[config.mk]
export PLATFORM = sky130hd
export DESIGN_NAME = bias_add_3
export DESIGN_NICKNAME = d
export VERILOG_FILES = /design/src/rtl/bias_add_3.sv
export SDC_FILE = /design/constraint.sdc
export NUM_CORES = 1
export LEC_CHECK = 0
export BUFFER_PORTS_ARGS = -buffer_cell sky130_fd_sc_hd__buf_4
export CAP_MARGIN = 10
export CORE_MARGIN = 3
export CORE_UTILIZATION = 41
export CTS_CLUSTER_SIZE = 20
export DETAILED_ROUTE_END_ITERATION = 8
export HOLD_SLACK_MARGIN = 0.06
export PLACE_DENSITY = 0.67
export SLEW_MARGIN = 30
export SYNTH_ARGS = -nofsm -noshare
export SYNTH_HDL_FRONTEND = slang
export SYNTH_SLANG_ARGS = --single-unit
[constraint.sdc]
create_clock -name ap_clk -period 4.6 [get_ports ap_clk]
set_input_delay 0.69 -clock ap_clk [delete_from_list [all_inputs] [get_ports ap_clk]]
set_output_delay 0.69 -clock ap_clk [all_outputs]
set_load 0.05 [all_outputs]
[src/rtl/bias_add_3.sv]
// Layer-3 bias stage: loads N_CH per-frame biases, then adds them to the conv-3
// accumulator stream, rescales by SHIFT and saturates to OUT_W.
module bias_add_3 #(
  parameter int N_CH    = 16,
  parameter int N_PIX   = 64,
  parameter int COEFF_W = 16,
  parameter int ACC_W   = 32,
  parameter int OUT_W   = 16,
  parameter int SHIFT   = 8
) (
  input  logic               ap_clk,
  input  logic               ap_rst_n,
  input  logic [COEFF_W-1:0] bias_V_dout,
  input  logic               bias_V_empty_n,
  output logic               bias_V_read,
  input  logic [ACC_W-1:0]   input_V_dout,
  input  logic               input_V_empty_n,
  output logic               input_V_read,
  output logic [OUT_W-1:0]   output_V_din,
  input  logic               output_V_full_n,
  output logic               output_V_write
);

  localparam int CH_W  = (N_CH  > 1) ? $clog2(N_CH)  : 1;
  localparam int PIX_W = (N_PIX > 1) ? $clog2(N_PIX) : 1;
  localparam logic [CH_W-1:0]  CH_LAST  = CH_W'(N_CH - 1);
  localparam logic [PIX_W-1:0] PIX_LAST = PIX_W'(N_PIX - 1);
  localparam logic signed [ACC_W:0] SAT_MAX =
    {{(ACC_W + 2 - OUT_W){1'b0}}, {(OUT_W - 1){1'b1}}};
  localparam logic signed [ACC_W:0] SAT_MIN =
    {{(ACC_W + 2 - OUT_W){1'b1}}, {(OUT_W - 1){1'b0}}};

  typedef enum logic [1:0] {LOAD, RUN, DRAIN} state_t;

  state_t                    state;
  logic [CH_W-1:0]           ld_cnt;
  logic [CH_W-1:0]           ch_cnt;
  logic [PIX_W-1:0]          pix_cnt;
  logic signed [COEFF_W-1:0] bank [N_CH];
  logic                      vld_p1;
  logic signed [OUT_W-1:0]   dout_p1;
  logic                      pop_bias;
  logic                      pop_in;
  logic                      push_out;

  // One extra bit of headroom makes the add exact for any operand pair.
  function automatic logic signed [ACC_W:0] add_bias(
    input logic signed [ACC_W-1:0]   acc,
    input logic signed [COEFF_W-1:0] b
  );
    logic signed [ACC_W:0] acc_x;
    logic signed [ACC_W:0] b_x;
    acc_x = {acc[ACC_W-1], acc};
    b_x   = {{(ACC_W + 1 - COEFF_W){b[COEFF_W-1]}}, b};
    return acc_x + b_x;
  endfunction

  function automatic logic signed [OUT_W-1:0] shift_sat(
    input logic signed [ACC_W:0] sum
  );
    logic signed [ACC_W:0] res;
    res = sum >>> SHIFT;
    if (res > SAT_MAX)
      return {1'b0, {(OUT_W - 1){1'b1}}};
    else if (res < SAT_MIN)
      return {1'b1, {(OUT_W - 1){1'b0}}};
    else
      return res[OUT_W-1:0];
  endfunction

  assign pop_bias       = ap_rst_n && (state == LOAD) && bias_V_empty_n;
  assign pop_in         = ap_rst_n && (state == RUN) && input_V_empty_n &&
                          (!vld_p1 || output_V_full_n);
  assign push_out       = ap_rst_n && vld_p1 && output_V_full_n;
  assign bias_V_read    = pop_bias;
  assign input_V_read   = pop_in;
  assign output_V_write = push_out;
  assign output_V_din   = dout_p1;

  // p0 -> p1: bias add, rescale and saturate into the output register
  always_ff @(posedge ap_clk or negedge ap_rst_n) begin
    if (!ap_rst_n) begin
      state   <= LOAD;
      ld_cnt  <= '0;
      ch_cnt  <= '0;
      pix_cnt <= '0;
      vld_p1  <= 1'b0;
      dout_p1 <= '0;
      for (int i = 0; i < N_CH; i++) bank[i] <= '0;
    end else begin
      if (pop_bias) begin
        bank[ld_cnt] <= bias_V_dout;
        if (ld_cnt == CH_LAST) begin
          ld_cnt <= '0;
          state  <= RUN;
        end else begin
          ld_cnt <= ld_cnt + CH_W'(1);
        end
      end

      if (pop_in) begin
        dout_p1 <= shift_sat(add_bias(input_V_dout, bank[ch_cnt]));
        vld_p1  <= 1'b1;
        if (ch_cnt == CH_LAST) begin
          ch_cnt <= '0;
          if (pix_cnt == PIX_LAST) begin
            pix_cnt <= '0;
            state   <= DRAIN;
          end else begin
            pix_cnt <= pix_cnt + PIX_W'(1);
          end
        end else begin
          ch_cnt <= ch_cnt + CH_W'(1);
        end
      end else if (push_out) begin
        vld_p1 <= 1'b0;
      end

      // The last word of the frame must leave before the next bias set lands.
      if (state == DRAIN && (!vld_p1 || push_out)) begin
        state   <= LOAD;
        pix_cnt <= '0;
      end
    end
  end

endmodule

# ---- After elaboration in Yosys (flattened, before gate mapping)
# Index checks and enable logic that the tools add are counted.
dict set report op_classes {
  add_sub_neg 4
  order_cmp 5
  eq_ne 5
  mux 22
  bitwise_logic 2
  n_reduce_logical 17
}
# cell n
set op_table {}
lappend op_table {{$bwmux 256} 1}
lappend op_table {{$mux 16} 5}
lappend op_table {{$bmux 16 s4} 1}
lappend op_table {{$demux 16 s4} 1}
lappend op_table {{$add 32x16->33} 1}
lappend op_table {{$gt 25x16->1 const B} 1}
lappend op_table {{$lt 25x16->1 const B} 1}
lappend op_table {{$mux 6} 4}
lappend op_table {{$mux 2} 6}
lappend op_table {{$ge 5x5->1 const B} 2}
lappend op_table {{$not 4->5} 2}
lappend op_table {{$logic_and 1x1->1} 9}
lappend op_table {{$add 4x1->4 const B} 2}
lappend op_table {{$eq 4x4->1 const B} 2}
lappend op_table {{$mux 4} 2}
lappend op_table {{$add 6x1->6 const B} 1}
lappend op_table {{$eq 6x6->1 const B} 1}
lappend op_table {{$reduce_bool 2->1} 3}
lappend op_table {{$lt 5x1->1 const B} 1}
lappend op_table {{$eq 2x1->1 const B} 1}
lappend op_table {{$eq 2x2->1 const B} 1}
lappend op_table {{$logic_not 2->1} 1}
lappend op_table {{$logic_or 1x1->1} 2}
lappend op_table {{$mux 1} 2}
lappend op_table {{2 further kinds} 2}
dict set report word_totals {
  regBits 289
  input_bits 53
  out_inout_bits 19
  word_cells 77
}

# ---- Depth between registers and ports, before layout
# Gate-level depths: netlist of the first run.
dict set report depth {
  depth_word 8
  ltp_mapped 18
  ltp_nobuf 13
}

# ---- Least setup slack after synthesis of the first run
# Ideal clock, no wire load.
dict set report synth_timing {
  kind {register to register}
  startpoint {reg ch_cnt[0]}
  endpoint {reg dout_p1[10] (netlist: output_V_din[10])}
  setup_time_ps 82
  arrival_ps 5012
  path_slack_ps -494
  stages_incl_launch_ff 17
  synth_period_minus_slack_ps 5094
  path_cell_list {dfrtp_1 -> buf_2 -> buf_1 -> mux4_2 -> mux4_2 -> ha_1 -> clkbuf_1 -> nand2_1 -> or4_1 -> or3_1 -> nand3_1 -> nor3_1 -> a211o_1 -> nor4_1 -> a41oi_2 -> buf_2 -> o22ai_1}
}
dict set report synth_between {
  elab_chain_cells 8
}
# item line
set synth_lines {}
lappend synth_lines {{start: declaration} 37} ;# logic [CH_W-1:0] ch_cnt;
lappend synth_lines {{start signal: assignment} 113} ;# ch_cnt <= ch_cnt + CH_W'(1);
lappend synth_lines {{$not 4->5 (not written as such) (*)} 102} ;# dout_p1 <= shift_sat(add_bias(input_V_dout, bank[ch_cnt]));
lappend synth_lines {{$bmux 16 s4 (*)} 102}
lappend synth_lines {{$mux 16 (not written as such) (*) (2 in series)} 102}
lappend synth_lines {{$add 32x16->33 (*)} 55} ;# return acc_x + b_x;
lappend synth_lines {{$lt 25x16->1} 65} ;# else if (res < SAT_MIN)
lappend synth_lines {{$mux 16} 65}
lappend synth_lines {{$mux 16 (*)} 63} ;# if (res > SAT_MAX)
lappend synth_lines {{end signal: assignment} 102}
lappend synth_lines {{end: declaration} 41} ;# logic signed [OUT_W-1:0] dout_p1;
# Every way passes the cells marked *; elsewhere a longest branch is shown, timed or not. The select of a mux whose other input is x is not followed.
# A chain may end at the register's enable or synchronous reset.

# ---- Final worst setup path of the first run
dict set report layout_timing {
  startpoint {reg ch_cnt[0]}
  endpoint {reg dout_p1[9] (netlist: output_V_din[9])}
}
# Same word-level chain as after synthesis.

==> impl_metrics.csv, run 1 <==
group,metric,value,unit
run_status,status,"finished, violations left",
run_status,violations,"setup timing",
worst_setup_path,critPathMaxFanout,7,
grt,antenna_found_initial,3,
final_layout,multi_input_area,7569,um2
worst_setup_path,startpoint_type,"flop",
clock_tree,cts-buffers-inserted,31,
final_layout,finalNonFillerCells,1704,
power_and_ir_drop,power_density,372.3,nW/um2
job,cap_viol_max_count,0,
floorplan,core_area,34970,um2
grt,grt_overflow,0,
drt,vias,9821,
drt,first_pass_iters,5,
floorplan,initial_utilization,0.4214,
clock_tree,clock_sinks,289,
synthesis,async_flop_share,1.000,
sta,finalMaxSlewViolations,0,
power_and_ir_drop,vdd_ir_drop_max,324.5,uV
drt,wl_per_cell,22.96,um
floorplan,die_h,195.6,um
floorplan,boundaryPins,72,
grt,first_global_vias,10082,
grt,grt_max_degree,71,
drt,dr.max_layer_used,"met5",
synthesis,synth_edf_count,0,
power_and_ir_drop,finalPower,6.709,mW
grt,grt_pass1_wl,60090,um
synthesis,ys_seq_area_frac,0.4908,
placed_design,placedCellCount,1629,
clock_tree,clock_path_buffers,3,
drt,first_iter_violations,582,
final_layout,final_cell_area,18020,um2
placed_design,place_area,16380,um2
hold_path,hp-start,"bank[141]",
worst_setup_path,arrival,5.10,ns
drt,route.met3.wl,2500,um
placed_design,dp_hpwl,24530,um
synthesis,syn-num-nets,1179,
sta,hold_viol,0,
final_layout,fin_util,0.5153,
sta,max_clock_freq,214.1,MHz
worst_setup_path,cp-startpoint,"ch_cnt[0]",
sta,finalCritPeriodShare,1.015,
synthesis,yosys_warnings,0,
drt,postRouteAntennaNets,0,
placed_design,place_ws,-0.1334,ns
worst_setup_path,required,5.03,ns
final_layout,fin_nets,1317,
hold_path,hold_path.class,"flop to flop",
final_layout,n_fill_cell,2898,
worst_setup_path,end_kind,"flop",
sta,setup_viol,15,
synthesis,synth_seq_cells,289,
final_layout,drive_gt1_frac,0.5008,
drt,route.met2.wl,18300,um
drt,wl,39120,um
drt,met1_length,17330,um
floorplan,die_area,38250,um2
synthesis,ys_types,61,
power_and_ir_drop,static-leakage-power,8.683,nW
placed_design,io_buffers,71,
clock_tree,ctsRootBufferMaster,"clkbuf_16",
clock_tree,cts_tree,"built",
drt,drcViolationCount,0,
floorplan,placementRows,68,
synthesis,synth_ff_type,"dfrtp_1",
synthesis,synth_area,14740,um2
clock_tree,path_clk_slew,0.07,ns
sta,final.setup.tns,-0.8142,ns
placed_design,gp_congestion,0.9401,
sta,timing.hold.ws,0.4987,ns
synthesis,synthCells,1089,
sta,setup_slack,-0.07024,ns
grt,grt_use_total,0.2006,
sta,tightest_slew,0.8105,ns
worst_setup_path,path_class,"flop to flop",
sta,rsz0062_at_grt,"true",
clock_tree,ctsHtreeMaxLevel,1,
clock_tree,clk_latency,0.57,ns
floorplan,die_w,195.6,um
drt,via_per_inst,5.763,
worst_setup_path,rr_startpoint,"ch_cnt[0]",
sta,fin_skew,0.02333,ns
synthesis,syn_avg_cell_area,13.53,um2
final_layout,regArea,7239,um2
sta,slew_headroom,0.4596,
sta,period_needed,4.670,ns
final_layout,area_growth,22.29,%
==> critical path, stage by stage (launching register included) <==
cell and delay [ns]:
dfrtp_4 0.52, buf_6 0.15, mux4_2 0.53, buf_6 0.16, mux4_2 0.59, ha_4 0.35, nand2_1 0.08, or4_4 0.54
or3_4 0.34, o211a_1 0.14, o21ai_1 0.12, a211o_1 0.20, nand4_1 0.16, o41ai_4 0.23, buf_4 0.19, clkbuf_16 0.15
o22ai_1 0.08
==> state kept, by name, summed over array words and instances, names as in the netlist <==
signal and cells:
output_V_din 16, state 2, ch_cnt 4, pix_cnt 6
bank 256, vld_p1 1, ld_cnt 4
==> layer usage <==
metal | vias to the layer above | GRT usage
met1 | 5124 | 0.2883
met3 | 72 | 0.03640
met4 | 4 | 0.04463
met2 | 261 | 0.3202
met5 | - | 0
li1 | 4360 | -
==> layout make-up <==
| type | instances | share of cell area |
|---|---|---|
| Sequential cell | 289 | 0.4017 |
| Tap cell | 455 | 0.03159 |
| Multi-Input combinational cell | 711 | 0.4200 |
| Inverter | 15 | 0.003125 |
| Clock buffer | 38 | 0.04617 |
| Timing Repair Buffer | 179 | 0.08770 |
| Antenna cell | 1 | 0.0001389 |
| Clock inverter | 16 | 0.009513 |
==> report_power, final <==
part / switching, mW / internal, mW / leakage (nW)
clock: 1.03 / 1.45 / 0.495
sequential: 0.102 / 2.59 / 3.95
combinational: 0.803 / 0.731 / 4.24
total: 1.93 / 4.77 / 8.68
==> worst paths after layout <==
kind / to / slack [ns] / depth (start not counted)
worst max-delay path: output_V_din[9] / -0.07 / 16
worst min-delay path: bank[141] / 0.50 / 1
worst max register to register: output_V_din[9] / -0.07 / 16
worst min register to register: bank[141] / 0.50 / 1
max in group asynchronous: bank[139] / 2.22 / 4
min in group asynchronous: bank[145] / 0.63 / 2
==> repair_timing <==
item / CTS / global route
hold buffers: 1 / 0
pin swaps: 4 / 7
gates cloned: 1 / 2
gates resized for setup: 22 / 48
buffers inserted: 7 / 9
endpoints found under the hold margin: 10 / 0
setup endpoints to repair: 15 / 15
==> Yosys cell counts, types with 10 or more instances <==
master | number | area, um2
ha_1 | 37 | 462.9
buf_1 | 11 | 41.29
mux2_2 | 259 | 2917
nand4_1 | 10 | 62.56
a21o_1 | 13 | 97.59
clkbuf_1 | 59 | 221.5
o22ai_1 | 15 | 93.84
nor2_1 | 35 | 131.4
inv_1 | 15 | 56.30
xnor2_1 | 16 | 140.1
xor2_1 | 11 | 96.34
dfrtp_1 | 289 | 7232
mux4_2 | 75 | 1689
nand3_1 | 13 | 65.06
o21ai_0 | 31 | 155.2
a21oi_1 | 51 | 255.2
nand2_1 | 48 | 180.2
==> kinds of logic (layout without fill, tap and decap cells) <==
group / after synthesis / after routing / share of synthesized area
simple gates: 147 / 147 / 0.04857
fa+ha+maj: 37 / 37 / 0.03142
buf+inv: 90 / 248 / 0.02462
xor+xnor: 27 / 27 / 0.01605
flops: 289 / 289 / 0.4908
mux: 342 / 343 / 0.3180
other cells: 0 / 1 / 0
compound gates: 157 / 157 / 0.07056
==> cells in the final DEF, fill, tap and decap left out, drive strengths merged, types with 3 or more instances in the layout <==
cell type  Yosys  routed
o22ai         16      16
nand4         10      10
xnor2         16      16
nor2b          7       7
nand2         48      48
clkinv         0       9
o21ai         32      32
dfrtp        289     289
nor2          35      35
buf           16     176
a21o          13      13
inv           15      17
nand3         13      13
xor2          11      11
ha            37      37
clkbuf        59      40
mux2i          8       8
nor3           5       5
a31oi          5       5
a41oi          3       3
and3           3       3
mux2         259     259
nand2b         3       3
a211o          4       4
a21oi         51      51
o21bai         3       3
and2           6       6
mux4          75      76
o21a           7       7
and4           4       4
bufinv         0       3
(Power assumes the default switching activity.)
==> inputs of run 2 (changes only) <==
--- a/config.mk
+++ b/config.mk
@@ -5,6 +5,7 @@
 export SDC_FILE = /design/constraint.sdc
 export NUM_CORES = 1
 export LEC_CHECK = 0
+export ABC_AREA = 1
 export BUFFER_PORTS_ARGS = -buffer_cell sky130_fd_sc_hd__buf_4
 export CAP_MARGIN = 10
 export CORE_MARGIN = 3
==> run 2 against run 1 <==
  * The run now ends clean
  * Sequential share of layout area is 2.5 points higher
  * Die area is 1.3% higher
  * Routed wire length is 13% higher
  * Final cell count is 40% higher
  * Core utilization is 4.0 points lower
  * First-iteration DRC count is 110% higher
  * Sequential cell count stayed put
  * Critical endpoint is now output_V_din[0]
  * Largest power group is now combinational cells
  * Highest routed layer is now met4
==> impl_metrics.csv, run 2 <==
group,metric,value,unit
run_status,status,"finished clean",
sta,max_clock_freq,235.8,MHz
final_layout,final_cell_area,16970,um2
worst_setup_path,critPathMaxFanout,51,
sta,period_needed,4.241,ns
grt,first_global_vias,12938,
worst_setup_path,end_kind,"flop",
hold_path,hold_path.class,"input port to flop",
power_and_ir_drop,power_density,646.4,nW/um2
power_and_ir_drop,static-leakage-power,7.899,nW
grt,antenna_found_initial,0,
floorplan,die_h,196.9,um
drt,drcViolationCount,0,
placed_design,place_ws,0.3813,ns
power_and_ir_drop,vdd_ir_drop_max,369.9,uV
floorplan,die_w,196.9,um
floorplan,boundaryPins,72,
hold_path,hp-start,"bias_V_dout[0]",
final_layout,diodes,0,
sta,setup_slack,0.3589,ns
worst_setup_path,startpoint_type,"flop",
drt,route.met2.wl,20710,um
drt,postRouteAntennaNets,0,
worst_setup_path,r2r_cells,20,
worst_setup_path,path_class,"flop to flop",
floorplan,die_area,38750,um2
placed_design,place_area,15900,um2
drt,vias,13375,
synthesis,yosysMostFrequentCell,"nand2_1",
grt,grt_overflow,0,
grt,grt_max_degree,147,
grt,grt_use_total,0.2276,
floorplan,placementRows,69,
clock_tree,cts-buffers-inserted,31,
synthesis,synthTopCellsByCount,"nand2_1, o21ai_0, dfrtp_1, nor2_1, clkbuf_1",
worst_setup_path,required,5.04,ns
sta,rsz0062_at_grt,"false",
final_layout,final_common_cell,"nand2_1",
drt,first_iter_violations,1217,
floorplan,initial_utilization,0.4179,
clock_tree,clk_latency,0.58,ns
sta,hold_viol,0,
clock_tree,clock_path_buffers,3,
clock_tree,post_cts_buffers,0,
placed_design,io_buffers,71,
clock_tree,ctsRootBufferMaster,"clkbuf_16",
synthesis,async_flop_share,1.000,
synthesis,synthCells,1888,
grt,grt_pass1_wl,70770,um
worst_setup_path,r2r_end,"output_V_din[0]",
final_layout,largest_register_ffs,256,
floorplan,core_area,35740,um2
drt,dr.max_layer_used,"met4",
clock_tree,clock_sinks,289,
hold_path,whs_path_depth,3,
synthesis,synth_ff_type,"dfrtp_1",
final_layout,top_register,"bank",
sta,finalMaxSlewViolations,0,
synthesis,synth_top_area_frac,0.4842,
job,cap_viol_max_count,0,
clock_tree,ctsHtreeMaxLevel,1,
sta,slew_headroom,0.4101,
worst_setup_path,rr_startpoint,"ch_cnt[1]",
synthesis,yosysTopAreaCell,"dfrtp_1",
drt,wl,44370,um
synthesis,synthTopCellsByArea,"dfrtp_1, o21ai_0, nand2_1",
clock_tree,path_clk_slew,0.06,ns
synthesis,syn-num-nets,1978,
sta,final.setup.tns,0,ns
synthesis,ys_seq_area_frac,0.4842,
final_layout,layout_common_cells,"nand2_1, o21ai_0, dfrtp_1, nor2_1, inv_1",
drt,first_pass_iters,5,
placed_design,gp_congestion,0.9275,
placed_design,dp_hpwl,28840,um
drt,route.met3.wl,2787,um
synthesis,ys_types,45,
worst_setup_path,ff2ff_setup_slack,0.36,ns
final_layout,drive_gt1_frac,0.1165,
sta,setup_viol,0,
drt,met1_length,19870,um
worst_setup_path,arrival,4.68,ns
hold_path,min_to,"bank[0]",
synthesis,synth_area,14940,um2
final_layout,area_growth,13.65,%
sta,finalCritPeriodShare,0.9220,
drt,via_per_inst,5.592,
synthesis,synth_seq_cells,289,
final_layout,fin_nets,1998,
sta,tightest_slew,0.8849,ns
drt,wl_per_cell,18.55,um
synthesis,syn_avg_cell_area,7.911,um2
clock_tree,cts_tree,"built",
synthesis,yosys_warnings,0,
synthesis,synth_edf_count,0,
final_layout,fin_util,0.4749,
sta,fin_skew,0.02251,ns
## run 2: timing repair
action	in CTS	in global routing
endpoints found under the hold margin	40	0
setup endpoints to repair	0	6
gates resized for setup	0	4
hold buffers	1	0
## run 2: how the worst max path moves through the flow
stage | to | startpoint | slack, ns | cells after the start
3_5_place_dp | output_V_din[0] | ch_cnt[1] | 0.38 | 22
6_report | output_V_din[0] | ch_cnt[1] | 0.36 | 20
5_1_grt | output_V_din[1] | ch_cnt[1] | 0.001 | 23
3_3_place_gp | output_V_din[3] | ch_cnt[1] | 0.45 | 20
2_1_floorplan | output_V_din[10] | ch_cnt[0] | 0.64 | 22
4_1_cts | output_V_din[0] | ch_cnt[1] | 0.37 | 22
## run 2: worst max-delay path: stages, from the launching register on
cell and delay (ns):
dfrtp_2 0.51, inv_2 0.26, buf_12 0.31, o21ai_0 0.14
o221ai_1 0.19, o211ai_1 0.12, nand3_1 0.19, ha_1 0.32
a21oi_1 0.25, o21ai_0 0.16, a21boi_0 0.25, o21ai_0 0.14
a21oi_2 0.24, nand3_1 0.10, nand2_1 0.08, nand4_1 0.08
nor2_1 0.13, nand2_1 0.10, a21oi_4 0.12, buf_4 0.27
a21oi_1 0.10
## run 2: cells by family after synthesis
family,share of synthesized area
buffers and inverters,0.06149
adders and majority gates,0.03100
xor gates and xnor gates,0.009969
and+or+nand+nor,0.2073
DFF,0.4842
AOI/OAI and AO/OA,0.2061
## run 2: metrics by stage
stage                     hold slack (ns)  power [mW]  cells
after detailed placement           0.4677       8.391   2335
after CTS                          0.3619       10.95   2392
after global routing               0.3668       11.74   2392
final                              0.3772       10.97   2392
after floorplan                    0.3944       6.826   1888
after global placement             0.4610       8.320   2335
## run 2: area by class of cell
cell class,instances,area (um2)
Fill cell,3512,18770
Sequential cell,289,7237
Multi-Input combinational cell,1365,6802
Clock buffer,46,932.1
Timing Repair Buffer,107,875.8
Tap cell,461,576.8
Inverter,114,429.2
Clock inverter,10,121.4
## run 2: report_power, final
group          total, mW  leakage (nW)  internal, mW  switching (mW)
registers           2.74          3.95          2.64          0.0995
logic               5.70          3.43          1.84            3.86
clock network       2.54         0.522          1.51            1.03
total               11.0          7.90          5.98            4.99
## run 2: layer usage
metal,vias to the layer above,GRT usage
met2,461,0.3760
met1,6478,0.3190
met5,-,0
met3,65,0.03162
li1,6371,-
met4,0,0.05781
==> inputs of run 3 (changes only) <==
--- a/config.mk
+++ b/config.mk
@@ -9,11 +9,11 @@
 export BUFFER_PORTS_ARGS = -buffer_cell sky130_fd_sc_hd__buf_4
 export CAP_MARGIN = 10
 export CORE_MARGIN = 3
-export CORE_UTILIZATION = 41
+export CORE_UTILIZATION = 30
 export CTS_CLUSTER_SIZE = 20
 export DETAILED_ROUTE_END_ITERATION = 8
 export HOLD_SLACK_MARGIN = 0.06
-export PLACE_DENSITY = 0.67
+export PLACE_DENSITY = 0.54
 export SLEW_MARGIN = 30
 export SYNTH_ARGS = -nofsm -noshare
 export SYNTH_HDL_FRONTEND = slang
==> run 3 against run 2 <==
  * Sequential cell count did not move
  * Register-to-register slack about the same
  * Sequential power barely moved
  * Die area rose by 35%
  * Setup slack improved by 0.011 ns
  * Final cell count up 9.4%
  * Core utilization fell by 12 points
  * Critical path depth is 3 higher
  * Critical endpoint is now output_V_din[4]
  * Largest cell class unchanged
==> impl_metrics.csv, run 3 (same netlist as run 2, synthesis figures left out) <==
group,metric,value,unit
floorplan,die_h,229.1,um
grt,antenna_found_initial,0,
final_layout,fin_nets,2019,
sta,final.setup.tns,0,ns
drt,first_iter_violations,1288,
worst_setup_path,cpPeakStageDelay,0.50,ns
drt,met1_length,21930,um
final_layout,area_growth,16.66,%
power_and_ir_drop,swShare,0.4568,
drt,route.met2.wl,21530,um
floorplan,placementRows,81,
worst_setup_path,required,5.03,ns
power_and_ir_drop,p_int,6.185,mW
placed_design,placedCellCount,2551,
clock_tree,ctsHtreeMaxLevel,2,
power_and_ir_drop,power_frac_seq,0.238,
placed_design,gp_congestion,0.9398,
sta,max_clock_freq,236.4,MHz
clock_tree,cts-buffers-inserted,35,
worst_setup_path,end_kind,"flop",
worst_setup_path,crit_buf_inv,3,
grt,grt_max_degree,156,
sta,period_needed,4.230,ns
drt,drcViolationCount,0,
floorplan,core_area,49050,um2
drt,wl_per_cell,18.06,um
run_status,status,"finished clean",
sta,setup_viol,0,
worst_setup_path,path_cells,"buf_4 > buf_4 > o21ai_0 > o22ai_1 > o211ai_1 > nand3_1 > ha_1 > a31oi_1 > o21ai_0 > inv_1 > nand2_1 > nand2_1 > nand2_2 > nand2_1 > nand2_1 > nand2_1 > nand2_1 > nand3_1 > nor2_1 > nand2_1 > nand2_4 > nand2_1 > a21oi_1",
power_and_ir_drop,static-leakage-power,8.003,nW
sta,hold_viol,0,
drt,vias,13230,
final_layout,final_common_cell,"nand2_1",
power_and_ir_drop,power_density,653.6,nW/um2
floorplan,boundaryPins,72,
final_layout,diodes,0,
sta,slew_headroom,0.4373,
power_and_ir_drop,vdd_ir_drop_max,291.6,uV
floorplan,die_w,229.1,um
worst_setup_path,path_class,"flop to flop",
placed_design,dp_hpwl,30610,um
power_and_ir_drop,power_switching,5.203,mW
sta,timing.hold.ws,0.4129,ns
sta,fin_skew,0.02727,ns
drt,route.met3.wl,2835,um
clock_tree,ctsRootBufferMaster,"clkbuf_16",
clock_tree,cts_tree,"built",
clock_tree,clk_latency,0.53,ns
final_layout,layout_common_cells,"nand2_1, o21ai_0, dfrtp_1, nor2_1, buf_4",
grt,grt_use_total,0.1776,
drt,postRouteAntennaNets,0,
floorplan,initial_utilization,0.3045,
worst_setup_path,critPathMaxFanout,14,
final_layout,drive_gt1_frac,0.1214,
worst_setup_path,critPathMostFrequentCell,"nand2_1",
floorplan,die_area,52500,um2
clock_tree,clock_path_buffers,3,
drt,via_per_inst,5.057,
job,cap_viol_max_count,0,
placed_design,place_ws,0.3001,ns
power_and_ir_drop,power_frac_comb,0.526,
sta,setup_slack,0.3698,ns
placed_design,io_buffers,71,
final_layout,largest_register_ffs,256,
final_layout,top_register,"bank",
worst_setup_path,cpMaxStageDelayCell,"dfrtp_4",
final_layout,finalNonFillerCells,2616,
worst_setup_path,arrival,4.67,ns
grt,grt_overflow,0,
drt,dr.max_layer_used,"met4",
worst_setup_path,critPathTopFamily,"simple AND/OR/NAND/NOR gates",
drt,first_pass_iters,8,
drt,wl,47240,um
sta,finalCritPeriodShare,0.9196,
grt,first_global_vias,12683,
grt,grt_pass1_wl,74140,um
hold_path,hold_path.class,"input port to flop",
clock_tree,clock_sinks,289,
sta,tightest_slew,0.8440,ns
power_and_ir_drop,clockPowerShare,0.236,
clock_tree,path_clk_slew,0.06,ns
worst_setup_path,startpoint_type,"flop",
sta,finalMaxSlewViolations,0,
sta,rsz0062_at_grt,"false",
-- run 3: cell count changes in the layout (fill, tap and decap cells not counted), moves of 2 or more --
| cell | before | now |
|---|---|---|
| clkinv_2 | 6 | 4 |
| clkinv_8 | 0 | 2 |
| clkbuf_8 | 10 | 6 |
| buf_4 | 100 | 114 |
| clkbuf_1 | 5 | 11 |
| clkbuf_16 | 31 | 35 |
-- run 3: layer usage --
metal,global-route usage,vias to the layer above
li1,-,6411
met4,0.04235,0
met2,0.2879,395
met5,0,-
met1,0.2506,6365
met3,0.02612,59
-- run 3: final timing paths --
check	from	endpoint	slack (ns)	cells past startpoint
hold reg to reg	bank[102]	bank[102]	0.48	2
setup reg to reg	ch_cnt[0]	output_V_din[4]	0.37	23
max in group asynchronous	ap_rst_n	ch_cnt[0]	2.20	4
setup / recovery	ch_cnt[0]	output_V_din[4]	0.37	23
hold / removal	bias_V_dout[0]	bank[0]	0.41	3
min in group asynchronous	ap_rst_n	bank[142]	0.60	2
-- run 3: metrics by stage --
stage	utilization	power [mW]	cell area, um2
floorplan	-	6.826	14940
global placement	0.3314	8.613	16260
detailed placement	0.3314	8.623	16260
CTS	0.3543	11.36	17380
global route	0.3552	12.17	17420
finish	0.3552	11.39	17420
-- run 3: layout make-up --
type,instances,area (um2)
clock buffer,51,985.9
tap,664,830.8
clock inverter,9,123.9
multi-input combinational,1366,6800
inverter,114,431.7
fill,5191,31630
timing repair buffer,123,1015
sequential,289,7237
-- run 3: tightest hold or removal path: cells and delay by family --
kind,cells,cell delay (ns)
buffers and inverters,1,0.10
AND/OR/NAND/NOR,1,0.04
AO/OA/AOI/OAI,1,0.06
-- run 3: repair_timing --
item / in CTS / in global routing
hold buffers: 1 / 0
setup buffers: 0 / 3
setup endpoints to repair: 0 / 15
hold endpoints to repair: 18 / 0
resized for setup: 0 / 4
-- run 3: power by group through the flow --
stage | clock [mW] | sequential, mW | combinational (mW)
after global routing | 2.85 | 2.72 | 6.60
after floorplan | 0 | 2.94 | 3.89
final | 2.69 | 2.71 | 5.99
after global placement | 0 | 2.77 | 5.84
after CTS | 2.76 | 2.73 | 5.87
after detailed placement | 0 | 2.77 | 5.85
